File: config.mk
export PLATFORM = sky130hd
export DESIGN_NAME = multicycle_ctrl_v2
export DESIGN_NICKNAME = d
export VERILOG_FILES = /design/src/rtl/multicycle_ctrl_v2.sv
export SDC_FILE = /design/constraint.sdc
export NUM_CORES = 1
export LEC_CHECK = 0
export ABC_CLOCK_PERIOD_IN_PS = 4100
export BUFFER_PORTS_ARGS = -buffer_cell sky130_fd_sc_hd__buf_2
export CORE_ASPECT_RATIO = 1.5
export CORE_MARGIN = 10
export CORE_UTILIZATION = 40
export CTS_BUF_LIST = sky130_fd_sc_hd__clkbuf_16
export DETAILED_ROUTE_END_ITERATION = 6
export SYNTH_ARGS = -nofsm -noshare
export SYNTH_HDL_FRONTEND = slang
export SYNTH_SLANG_ARGS = --single-unit
File: constraint.sdc
create_clock -name clk -period 4.1 [get_ports clk]
set_input_delay 0.82 -clock clk [delete_from_list [all_inputs] [get_ports clk]]
set_output_delay 0.82 -clock clk [all_outputs]
set_load 0.005 [all_outputs]
File: src/rtl/multicycle_ctrl_v2.sv
// Multicycle CPU control FSM: fetch/decode/execute sequencing with memory wait
// states and bus timeout, return-stack depth tracking, vectored IRQ/RETI and halt.
module multicycle_ctrl_v2 #(
  parameter int STACK_DEPTH = 8,
  parameter int MEM_TIMEOUT = 15,
  parameter bit IRQ_EN      = 1'b1
) (
  input  logic       clk,
  input  logic       reset,
  input  logic [5:0] opcode,
  input  logic       z,
  input  logic       s,
  input  logic       mem_ready,
  input  logic       irq,
  input  logic       resume,
  output logic       we_pc,
  output logic       we_reg,
  output logic       we_alu,
  output logic       we_rmem,
  output logic       we_wd3,
  output logic       we3,
  output logic [1:0] s_pc,
  output logic [1:0] s_wd3,
  output logic       s_addr,
  output logic       s_io_wr,
  output logic [2:0] op_alu,
  output logic       push,
  output logic       pop,
  output logic       read,
  output logic       write,
  output logic       irq_ack,
  output logic       halted,
  output logic [1:0] fault,
  output logic [3:0] state_dbg
);

  localparam int DW = $clog2(STACK_DEPTH + 1);
  localparam int CW = (MEM_TIMEOUT > 1) ? $clog2(MEM_TIMEOUT) : 1;

  typedef enum logic [3:0] {
    S_RST    = 4'd0,
    S_IF     = 4'd1,
    S_ID     = 4'd2,
    S_EX     = 4'd3,
    S_WB     = 4'd4,
    S_JI     = 4'd5,
    S_JC     = 4'd6,
    S_RMEM   = 4'd7,
    S_WMEM   = 4'd8,
    S_HALTED = 4'd9,
    S_IRQ    = 4'd10,
    S_FAULT  = 4'd11
  } state_t;

  localparam logic [1:0] F_NONE = 2'b00;
  localparam logic [1:0] F_OVF  = 2'b01;
  localparam logic [1:0] F_UNF  = 2'b10;
  localparam logic [1:0] F_BUS  = 2'b11;

  state_t          state_q, state_d;
  logic [DW-1:0]   depth_q, depth_d;
  logic [CW-1:0]   wcnt_q, wcnt_d;
  logic            in_isr_q, in_isr_d;
  logic [1:0]      fault_q, fault_d;

  // Opcode classes
  logic is_alu, is_j, is_jpos, is_jnz, is_jz, is_jal, is_jr, is_li;
  logic is_sw_rr, is_lw_rr, is_lw_ar, is_sw_ar, is_sti, is_halt, is_reti;
  logic is_lw, is_sw, stack_full, stack_empty, mem_timeout;
  logic push_c, pop_c;

  always_comb begin
    is_alu   = (opcode[5:3] == 3'b111);
    is_j     = (opcode == 6'b110000);
    is_jpos  = (opcode == 6'b110001);
    is_jnz   = (opcode == 6'b110010);
    is_jz    = (opcode == 6'b110011);
    is_jal   = (opcode[5:1] == 5'b11010);
    is_jr    = (opcode[5:1] == 5'b11011);
    is_li    = (opcode[5:1] == 5'b10100);
    is_sw_rr = (opcode == 6'b101010);
    is_lw_rr = (opcode == 6'b101011);
    is_lw_ar = (opcode[5:2] == 4'b1011);
    is_sw_ar = (opcode[5:2] == 4'b1000);
    is_sti   = (opcode[5:2] == 4'b1001);
    is_halt  = (opcode == 6'b000001);
    is_reti  = (opcode == 6'b000010);
    is_lw    = is_lw_rr | is_lw_ar;
    is_sw    = is_sw_rr | is_sw_ar | is_sti;
    stack_full  = (depth_q == DW'(STACK_DEPTH));
    stack_empty = (depth_q == '0);
    mem_timeout = (wcnt_q == CW'(MEM_TIMEOUT - 1));
  end

  always_ff @(posedge clk or posedge reset) begin
    if (reset) begin
      state_q  <= S_RST;
      depth_q  <= '0;
      wcnt_q   <= '0;
      in_isr_q <= 1'b0;
      fault_q  <= F_NONE;
    end else begin
      state_q  <= state_d;
      depth_q  <= depth_d;
      wcnt_q   <= wcnt_d;
      in_isr_q <= in_isr_d;
      fault_q  <= fault_d;
    end
  end

  always_comb begin
    state_d  = state_q;
    depth_d  = depth_q;
    wcnt_d   = wcnt_q;
    in_isr_d = in_isr_q;
    fault_d  = fault_q;
    push_c   = 1'b0;
    pop_c    = 1'b0;

    unique case (state_q)
      S_RST: state_d = S_ID;
      S_IF:  state_d = (IRQ_EN && irq && !in_isr_q) ? S_IRQ : S_ID;
      S_ID: begin
        if (is_alu || is_li)                      state_d = S_EX;
        else if (is_j || is_jal || is_jr || is_reti) state_d = S_JI;
        else if (is_jz || is_jnz || is_jpos)      state_d = S_JC;
        else if (is_lw) begin
          state_d = S_RMEM;
          wcnt_d  = '0;
        end else if (is_sw) begin
          state_d = S_WMEM;
          wcnt_d  = '0;
        end else if (is_halt)                     state_d = S_HALTED;
        else                                      state_d = S_IF;
      end
      S_EX: state_d = S_WB;
      S_WB: state_d = S_IF;
      S_JC: state_d = S_IF;
      S_JI: begin
        state_d = S_IF;
        // A stack fault suppresses the strobe so the return stack stays consistent
        if (is_jal) begin
          if (stack_full) begin
            state_d = S_FAULT;
            fault_d = F_OVF;
          end else begin
            push_c  = 1'b1;
            depth_d = depth_q + DW'(1);
          end
        end else if (is_jr || is_reti) begin
          if (stack_empty) begin
            state_d = S_FAULT;
            fault_d = F_UNF;
          end else begin
            pop_c   = 1'b1;
            depth_d = depth_q - DW'(1);
            if (is_reti) in_isr_d = 1'b0;
          end
        end
      end
      S_RMEM, S_WMEM: begin
        if (mem_ready) begin
          state_d = (state_q == S_RMEM) ? S_WB : S_IF;
        end else if (mem_timeout) begin
          state_d = S_FAULT;
          fault_d = F_BUS;
        end else begin
          wcnt_d = wcnt_q + CW'(1);
        end
      end
      S_HALTED: if (resume) state_d = S_IF;
      S_IRQ: begin
        if (stack_full) begin
          state_d = S_FAULT;
          fault_d = F_OVF;
        end else begin
          state_d  = S_ID;
          push_c   = 1'b1;
          depth_d  = depth_q + DW'(1);
          in_isr_d = 1'b1;
        end
      end
      S_FAULT: state_d = S_FAULT;
      default: state_d = S_RST;
    endcase
  end

  // Output decode; everything is forced low in RST and while reset is asserted
  always_comb begin
    we_pc     = 1'b0;
    we_reg    = 1'b0;
    we_alu    = 1'b0;
    we_rmem   = 1'b0;
    we_wd3    = 1'b0;
    we3       = 1'b0;
    s_pc      = 2'b00;
    s_wd3     = 2'b00;
    s_addr    = 1'b0;
    s_io_wr   = 1'b0;
    op_alu    = 3'b000;
    read      = 1'b0;
    write     = 1'b0;
    irq_ack   = 1'b0;
    halted    = 1'b0;
    fault     = 2'b00;
    state_dbg = 4'd0;
    push      = push_c & ~reset;
    pop       = pop_c & ~reset;

    if (!reset && state_q != S_RST) begin
      state_dbg = state_q;
      fault     = fault_q;
      if (is_alu) op_alu = opcode[2:0];

      if (is_j || is_jal)                s_pc = 2'b01;
      else if (is_jr || is_reti)         s_pc = 2'b10;
      else if (is_jz)                    s_pc = z ? 2'b01 : 2'b00;
      else if (is_jnz)                   s_pc = z ? 2'b00 : 2'b01;
      else if (is_jpos)                  s_pc = (!z && !s) ? 2'b01 : 2'b00;

      if (is_li)         s_wd3 = 2'b01;
      else if (is_lw)    s_wd3 = 2'b10;
      else if (is_sti)   s_wd3 = 2'b10;
      s_addr  = is_lw_ar | is_sw_ar | is_sti;
      s_io_wr = is_sti;

      unique case (state_q)
        S_IF:   we_pc = 1'b1;
        S_ID:   we_reg = 1'b1;
        S_EX: begin
          we_alu = 1'b1;
          we_wd3 = 1'b1;
        end
        S_WB:   we3 = 1'b1;
        S_RMEM: begin
          read    = 1'b1;
          we_rmem = mem_ready;
          we_wd3  = mem_ready;
        end
        S_WMEM:   write = 1'b1;
        S_HALTED: halted = 1'b1;
        S_IRQ: begin
          we_pc   = 1'b1;
          irq_ack = 1'b1;
          s_pc    = 2'b11;
        end
        default: ;
      endcase
    end
  end

endmodule

==> results.cfg <==
[clocking]
cts_tree = done
holdBufCountCts = 0
clock_latency_ns = 0.25
cts_buffers = 3
clkTransAtPathRegs_ns = 0.05
root_buffer = clkbuf_16
cts_setup_buffers = 0
cts_resized = 0
cts.path.max_buffers = 2
cts_num_sinks = 15
cts.htree.levels = 1

[pwr]
comb_power_share_pct = 46.5
peakVddDrop_mv = 0.302
intPower_uw = 535
power_switching_uw = 429
p_seq_share_pct = 33.5
p_leak_uw = 0.000819
power.density_nw_per_um2 = 518
p_clk_share_pct = 20.0
p_sw_share_pct = 44.5

[job]
cap_violations = 0

[placement]
gp_congestion = 0.840
dp_cells = 282
hpwl_um = 3490
placed_area_um2 = 1780
place_ws_ns = 0.928
place.port_buffers = 39

[timing]
tightest_slew_ns = 0.674
clock_skew_ns = 0.00403
fin_crit_sh_pct = 77.6
setup_tns_ns = 0
maxSlewHeadroom_pct = 55.1
setup_ws_ns = 0.920
holdWs_ns = 0.489
hold_violations = 0
rsz0062_at_grt = false
slew_violations = 0
setup_violations = 0
fmax_ghz = 0.314
period_needed_ns = 3.18

[final_layout]
final_area_um2 = 1860
antennaDiodeCount = 0
fill_cells = 415
finalNonFillerCells = 286
register_area_um2 = 375
multi_input_area_um2 = 1110
nets = 259
final_layout_size_suffix_gt1_share_pct = 20.7
areaGrowthSynthToFinish_pct = 16.3

[detailed_routing]
dr.first_iter.drc_count = 153
drtPass1Iterations = 4
drcViolationCount = 0
routed_wl_um = 4640
ant_nets = 0
vias = 1698
routedWlPerCell_um = 16.2
viasPerCell = 5.94

[synth]
synth.most_common_cell = nor2_1
synth.distinct_cells = 60
avgSynthCellArea_um2 = 7.44
synthesis.area_um2 = 1600
yosys.area.top_type = dfrtp_1
synthTopCellsByArea = dfrtp_1 23%, a21oi_1 5.6%, nor2_1 5.2%
synth_common_cells = 22 x nor2_1, 18 x a21oi_1, 15 x dfrtp_1
synth-warning-count = 0
synthCells = 215
async_flop_share_pct = 100
seq_area_frac_synth_pct = 23.5
ys_ff_latch = 15
syn_nets = 232
ys.flop_type = dfrtp_1
synth_edf_count = 0
synth_top_area_share_pct = 23.5

[setup_path]
critPathLaunchType = primary input
cp.arrival_ns = 2.36
cp_top_family = simple AND/OR/NAND/NOR gates
endpoint_kind = output port
crit_chain = buf_2 > or4_4 > a21o_1 > a22oi_1 > o21ai_0 > and2_1 > buf_2
slowest_stage = or4_4
critPathMaxStageDelay_ns = 0.58
cp_num_buf_inv = 2
cp.required_ns = 3.28
path_class = in2out
crit_path_frequent_cell = buf_2
crit_fanout = 13

[floorplan]
die_h_um = 97.5
fp.dieW_um = 71.6
ios = 40
die_area_um2 = 6980
rows = 28
start_util_pct = 40.8
coreArea_um2 = 3920

[global_route]
grt_pass1_vias = 1687
grt_start_max_net_pins = 20
grt_first_pass_wirelength_um = 7820
grt_usage_pct = 13.1
antenna_found_initial = 0
grt_overflow = 0

[run_status]
status = completed

[hold_path]
hold_class = reg2reg
## worst paths after layout
kind | start | slack (ns) | depth (start not counted) | end
worst max-delay path | opcode[2] | 0.92 | 7 | s_pc[0]
worst min-delay path | fault_q[1] | 0.49 | 2 | fault_q[1]
worst max register to register | state_q[3] | 1.86 | 4 | fault_q[0]
worst min register to register | fault_q[1] | 0.49 | 2 | fault_q[1]
max in group asynchronous | reset | 2.88 | 2 | fault_q[1]
min in group asynchronous | reset | 0.82 | 2 | state_q[3]
## worst register-to-register path: cells and delay by family, from the launching register on
kind	cells	cell delay, ns
compound gates	3	1.17
flops	1	0.68
simple gates	1	0.28
## logic make-up (layout without fill, tap and decap cells)
family / after synthesis / in the layout / share of synthesized area (%)
AO/OA/AOI/OAI: 67 / 67 / 28.7
AND/OR/NAND/NOR: 94 / 94 / 33.7
buffers and inverters: 28 / 54 / 6.96
adder cells (fa/ha/maj): 4 / 4 / 3.13
XOR/XNOR: 4 / 4 / 2.19
multiplexers: 3 / 3 / 1.88
flip-flops: 15 / 15 / 23.5
## routing by layer
metal  part of all wire, %  vias up  track usage [%]  wire length (um)
met3                   7.2        6             4.19               335
met5                     0        -                0                 0
li1                      -      862                -                 -
met4                   1.1        0             4.19                52
met1                    40      785             14.8              1860
met2                    52       45             22.1              2390
## power by group through the flow
stage               clock, uW  combinational [uW]  sequential (uW)
finish                    193                 448              323
global route              203                 511              338
CTS                       196                 452              319
detailed placement          0                 449              322
global placement            0                 448              322
floorplan                   0                 415              239
## placed cells by master, fill, tap and decap left out, types with 4 or more instances in the layout
master,count
nor3_1,6
nor2b_1,5
dfrtp_1,15
nand2_1,14
a21oi_1,18
ha_1,4
nand2b_1,7
nor2_1,22
inv_1,12
a31oi_1,6
nor4_1,8
buf_2,39
nand3_1,6
and2_1,5
o21ai_0,9
## metrics by stage
stage / util (%) / total power (uW)
after detailed placement: 45.4 / 771
after CTS: 47.4 / 967
after floorplan: - / 654
after global placement: 45.4 / 770
final: 47.4 / 964
after global routing: 47.4 / 1050
## state kept, by name, indices dropped and copies added (netlist names)
register,count
fault_q,2
in_isr_q,1
wcnt_q,4
state_q,4
depth_q,4
## final cells by class
type | instances | share of cell area, %
clock buffer | 3 | 4.03
tap | 45 | 3.03
clock inverter | 1 | 0.202
timing repair buffer | 39 | 10.5
inverter | 11 | 2.22
sequential | 15 | 20.2
multi-input combinational | 172 | 59.9
Note: power is estimated with default switching activity, not from simulation.
